==> config.mk <==
export PLATFORM = sky130hd
export DESIGN_NAME = axis_ifft_8point_idft
export DESIGN_NICKNAME = d
export VERILOG_FILES = /design/src/rtl/axis_ifft_8point_idft.sv
export SDC_FILE = /design/constraint.sdc
export NUM_CORES = 2
export LEC_CHECK = 0
export CAP_MARGIN = 15
export CORE_MARGIN = 1
export CORE_UTILIZATION = 60
export CTS_CLUSTER_DIAMETER = 200
export DETAILED_ROUTE_END_ITERATION = 6
export HOLD_SLACK_MARGIN = 0.12
export PLACE_DENSITY = 0.86
export SYNTH_ARGS = -nofsm -noshare
export SYNTH_HDL_FRONTEND = slang
export SYNTH_SLANG_ARGS = --single-unit
==> constraint.sdc <==
create_clock -name s_axis_aclk -period 46.7 [get_ports s_axis_aclk]
set_clock_uncertainty 0.2 [all_clocks]
set_input_delay 9.34 -clock s_axis_aclk [delete_from_list [all_inputs] [get_ports s_axis_aclk]]
set_output_delay 9.34 -clock s_axis_aclk [all_outputs]
set_load 0.01 [all_outputs]
==> src/rtl/axis_ifft_8point_idft.sv <==
// rtl/axis_ifft_8point_idft.sv - AXI-Stream 8-point inverse DFT, radix-2 pipeline
// One 512-bit spectrum beat in, one 64-bit beat of eight saturated Q7 samples out.
module axis_ifft_8point_idft #(
  parameter int C_AXIS_TDATA_WIDTH = 512,
  parameter int C_AXIS_TOUT_WIDTH  = 64,
  parameter int C_SAT_CNT_WIDTH    = 16
) (
  input  logic                          s_axis_aclk,
  input  logic                          s_axis_aresetn,
  input  logic                          s_axis_tvalid,
  output logic                          s_axis_tready,
  input  logic [C_AXIS_TDATA_WIDTH-1:0] s_axis_tdata,
  input  logic                          s_axis_tlast,
  output logic                          m_axis_tvalid,
  input  logic                          m_axis_tready,
  output logic [C_AXIS_TOUT_WIDTH-1:0]  m_axis_tdata,
  output logic                          m_axis_tlast,
  output logic                          m_axis_tuser,
  output logic [C_SAT_CNT_WIDTH-1:0]    sat_count
);

  localparam logic signed [52:0] K_Q15 = 53'sd23170;

  logic en;
  logic va, vb, vc;
  logic la, lb, lc;

  logic signed [31:0] x_re [8];
  logic signed [31:0] x_im [8];
  logic signed [32:0] a_re_nxt [8];
  logic signed [32:0] a_im_nxt [8];
  logic signed [32:0] a_re [8];
  logic signed [32:0] a_im [8];
  logic signed [33:0] b_re_nxt [8];
  logic signed [33:0] b_im_nxt [8];
  logic signed [33:0] b_re [8];
  logic signed [33:0] b_im [8];
  logic signed [35:0] c_re_nxt [8];
  logic signed [35:0] c_re [8];
  logic signed [35:0] t1;
  logic signed [35:0] t3;
  logic signed [36:0] r;
  logic [C_AXIS_TOUT_WIDTH-1:0] y_nxt;
  logic clip_nxt;
  logic unused_im;

  assign en            = s_axis_aresetn & (~m_axis_tvalid | m_axis_tready);
  assign s_axis_tready = en;

  // Stage A slots: {Ae0, Ae1, Ao0, Ao1, Be0, Be1, Bo0, Bo1}; pair g uses bins rev2(g) and rev2(g)+4
  always_comb begin
    for (int k = 0; k < 8; k++) begin
      x_re[k] = s_axis_tdata[64*k+32 +: 32];
      x_im[k] = s_axis_tdata[64*k +: 32];
    end
    for (int g = 0; g < 4; g++) begin
      int i;
      i = ((g & 1) << 1) | (g >> 1);
      a_re_nxt[2*g]   = 33'(x_re[i]) + 33'(x_re[i+4]);
      a_im_nxt[2*g]   = 33'(x_im[i]) + 33'(x_im[i+4]);
      a_re_nxt[2*g+1] = 33'(x_re[i]) - 33'(x_re[i+4]);
      a_im_nxt[2*g+1] = 33'(x_im[i]) - 33'(x_im[i+4]);
    end
  end

  // Stage B slots: {E0..E3, O0..O3}; multiplying by j maps (re, im) to (-im, re)
  always_comb begin
    for (int h = 0; h < 2; h++) begin
      b_re_nxt[4*h]   = 34'(a_re[4*h])   + 34'(a_re[4*h+2]);
      b_im_nxt[4*h]   = 34'(a_im[4*h])   + 34'(a_im[4*h+2]);
      b_re_nxt[4*h+2] = 34'(a_re[4*h])   - 34'(a_re[4*h+2]);
      b_im_nxt[4*h+2] = 34'(a_im[4*h])   - 34'(a_im[4*h+2]);
      b_re_nxt[4*h+1] = 34'(a_re[4*h+1]) - 34'(a_im[4*h+3]);
      b_im_nxt[4*h+1] = 34'(a_im[4*h+1]) + 34'(a_re[4*h+3]);
      b_re_nxt[4*h+3] = 34'(a_re[4*h+1]) + 34'(a_im[4*h+3]);
      b_im_nxt[4*h+3] = 34'(a_im[4*h+1]) - 34'(a_re[4*h+3]);
    end
  end

  // Only real outputs survive, so stage C keeps just the real parts of x0..x7
  always_comb begin
    t1 = 36'((53'(35'(b_re[5]) - 35'(b_im[5])) * K_Q15) >>> 15);
    t3 = 36'((53'(35'sd0 - 35'(b_re[7]) - 35'(b_im[7])) * K_Q15) >>> 15);
    c_re_nxt[0] = 36'(b_re[0]) + 36'(b_re[4]);
    c_re_nxt[4] = 36'(b_re[0]) - 36'(b_re[4]);
    c_re_nxt[2] = 36'(b_re[2]) - 36'(b_im[6]);
    c_re_nxt[6] = 36'(b_re[2]) + 36'(b_im[6]);
    c_re_nxt[1] = 36'(b_re[1]) + t1;
    c_re_nxt[5] = 36'(b_re[1]) - t1;
    c_re_nxt[3] = 36'(b_re[3]) + t3;
    c_re_nxt[7] = 36'(b_re[3]) - t3;
  end

  assign unused_im = ^{b_im[0], b_im[1], b_im[2], b_im[3], b_im[4]};

  always_comb begin
    y_nxt    = '0;
    clip_nxt = 1'b0;
    r        = '0;
    for (int n = 0; n < 8; n++) begin
      r = (37'(c_re[n]) + 37'sd4) >>> 3;
      if (r > 37'sd127) begin
        y_nxt[8*n +: 8] = 8'h7F;
        clip_nxt        = 1'b1;
      end else if (r < -37'sd128) begin
        y_nxt[8*n +: 8] = 8'h80;
        clip_nxt        = 1'b1;
      end else begin
        y_nxt[8*n +: 8] = r[7:0];
      end
    end
  end

  always_ff @(posedge s_axis_aclk) begin
    if (en) begin
      for (int i = 0; i < 8; i++) begin
        a_re[i] <= a_re_nxt[i];
        a_im[i] <= a_im_nxt[i];
        b_re[i] <= b_re_nxt[i];
        b_im[i] <= b_im_nxt[i];
        c_re[i] <= c_re_nxt[i];
      end
    end
  end

  always_ff @(posedge s_axis_aclk) begin
    if (!s_axis_aresetn) begin
      va            <= 1'b0;
      vb            <= 1'b0;
      vc            <= 1'b0;
      la            <= 1'b0;
      lb            <= 1'b0;
      lc            <= 1'b0;
      m_axis_tvalid <= 1'b0;
      m_axis_tlast  <= 1'b0;
      m_axis_tuser  <= 1'b0;
      m_axis_tdata  <= '0;
      sat_count     <= '0;
    end else begin
      if (en) begin
        va            <= s_axis_tvalid;
        la            <= s_axis_tlast;
        vb            <= va;
        lb            <= la;
        vc            <= vb;
        lc            <= lb;
        m_axis_tvalid <= vc;
        m_axis_tlast  <= lc;
        m_axis_tuser  <= clip_nxt;
        m_axis_tdata  <= y_nxt;
      end
      if (m_axis_tvalid && m_axis_tready && m_axis_tuser && (sat_count != '1)) begin
        sat_count <= sat_count + 1'b1;
      end
    end
  end

endmodule
==> flow_summary.yaml <==
run:
  max-cap-violations: 0
worst_setup_path:
  worstPathRequired_ns: 37.16
  crit_type: "in -> out"
  cp-end-kind: "output pin"
  crit_path_start_kind: "input port"
  path_max_fanout: 35
  arrival_ns: 11.54
die:
  core.rowCount: 152
  die_y_um: 419
  die_w_um: 419
  core-area_um2: 172000
  initial_core_util_pct: 60.6
  die-area_um2: 176000
  num_io_pins: 601
synthesis:
  syn_inst: 11300
  synthArstFlopShare_pct: 0
  synth_compound_area_share_pct: 16.2
  yosysTopAreaCell: "edfxtp_1"
  synthTopCellsByArea: "edfxtp_1, ha_1, xnor2_1"
  ys.flop_type: "edfxtp_1"
  synth_top_area_share_pct: 28.6
  synth-seq-area-share_pct: 30.4
  synth_adder_area_share_pct: 24.6
  syn_avg_cell_area_um2: 9.26
  ys_types: 104
  synth_edf_count: 995
  synth_fp_nets: 13700
  synth.most_common_cell: "ha_1"
  synth.cell_area_um2: 104000
  synth_xor_area_share_pct: 9.15
  synth_commonest_cells: "ha_1, inv_1, nor2_1"
  synth_simple_gate_area_share_pct: 12.9
  yosys_warnings: 0
  ys_seq_elements: 1084
  synth_top_family_by_area: "adder cells"
  muxShareOfSynthArea_pct: 0.349
timing:
  max-slew-margin-rel_pct: 14.7
  layout_worst_path_cycle_share_pct: 45.1
  final_hold_viol_count: 0
  slew_violations: 0
  fin_setup_tns_ns: 0
  setup_viol: 0
  clock.fmax_ghz: 0.0474
  tightest_slew_ns: 1.26
  rsz0062_at_grt: "false"
  post-route-min-period_ns: 21.08
  hold_slack_ns: 0.263
cells_and_area:
  drive_gt1_share_pct: 3.50
  fin_nets: 14100
  syn2layout_area_growth_pct: 11.2
  utilization_pct: 67.4
grt:
  grt_overflow: 0
  grt_start_max_net_pins: 180
  first_global_vias: 82100
  grt_pass1_wl_um: 468000
  grt_usage_pct: 34.9
  antenna_found_initial: 20
clock_tree:
  postCtsSetupBuffers: 0
  cts.path.max_buffers: 3
  cts_tree: "done"
  cts_max_level: 3
  clock_sinks: 1084
  cts_root_buf: "clkbuf_16"
  worst_skew_pair.late_latency_ns: 0.80
  postCtsHoldBufs: 0
  cts_made_buffers: 120
  path_clk_slew_ns: 0.06
  cts_resized: 0
routing:
  vias: 84800
  ant_nets: 0
  via_per_inst: 6.01
  drcViolationCount: 0
  wl_per_cell_um: 22.2
  drt-initial-drc-count: 7622
  finalWirelength_um: 314000
  drt_pass1_iterations: 6
place:
  gp_congestion: 1.04
  dp.final_hpwl_um: 261000
  portBuffers: 536
hold_path:
  holdCritPathClass: "reg -> reg"
outcome:
  status: "complete, no violations"
## critical path, cell delays in order
cell	delay (ns)
clkdlybuf4s50_1	0.54
nand2b_4	0.40
and2_4	0.54
clkdlybuf4s50_1	0.64
## sequential cells by signal, summed over array words and instances, names as in the netlist, 16 cells and up
| name | flops |
|---|---|
| a_re | 228 |
| sat_count | 16 |
| b_im | 101 |
| c_re | 268 |
| a_im | 163 |
| m_axis_tdata | 64 |
| b_re | 235 |
## worst paths after layout
path                            cells past startpoint                    startpoint                            to  slack, ns
worst min register to register                      2  m_axis_tdata[8]$_SDFFE_PN0P_  m_axis_tdata[8]$_SDFFE_PN0P_       0.26
worst max register to register                     45          b_re[5][1]$_DFFE_PP_         c_re[1][65]$_DFFE_PP_      33.82
worst max-delay path                                4                 m_axis_tready                 s_axis_tready      25.62
worst min-delay path                                2  m_axis_tdata[8]$_SDFFE_PN0P_  m_axis_tdata[8]$_SDFFE_PN0P_       0.26
## cells in the final DEF, fill, tap and decap left out, types with 89 or more instances in the layout
cell type	count
dfxtp_1	89
edfxtp_1	995
xor2_1	304
o21ai_0	487
nor2_1	1006
nor3_1	245
fa_1	296
nand2b_1	121
inv_1	1488
o21bai_1	193
o21a_1	126
and3_1	105
nand4_1	120
a21oi_1	876
ha_1	1578
nand3_1	213
nand2_1	454
nor2b_1	138
xnor2_1	786
clkbuf_16	121
a21o_1	244
clkdlybuf4s50_1	535
## through the flow
step	setup slack (ns)	cells	cell area, um^2
6_report	25.62	14100	116000
4_1_cts	25.63	14100	116000
2_1_floorplan	4.96	11300	104000
5_1_grt	25.54	14100	116000
3_3_place_gp	25.65	13900	112000
3_5_place_dp	25.64	13900	112000
## logic make-up (layout without fill, tap and decap cells)
group	Yosys count	after routing
AOI/OAI and AO/OA	2633	2633
buffers and inverters	1783	2306
and+or+nand+nor	2762	2762
muxes	34	34
DFF	1084	1084
xor gates and xnor gates	1090	1090
adders and majority gates	1876	1876
other	0	12
## area by class of cell
class,count,area (um^2)
Sequential cell,1084,31700
Antenna cell,12,30.0
Timing Repair Buffer,588,5790
Clock inverter,76,868
Fill cell,13600,56100
Multi-Input combinational cell,8395,66000
Tap cell,2310,2890
Inverter,1493,5600
Clock buffer,149,3170
## per-layer routing
layer	track usage, %	vias up	part of all wire [%]
li1	-	40200	-
met1	44.4	40600	41
met2	58.0	3309	47
met3	4.16	676	7.0
met4	18.8	10	5.8
met5	0	-	0.022
Power is left out: the tool's default activity adds up to more than one toggle a clock period on the data nets, which glitch-free logic cannot reach.
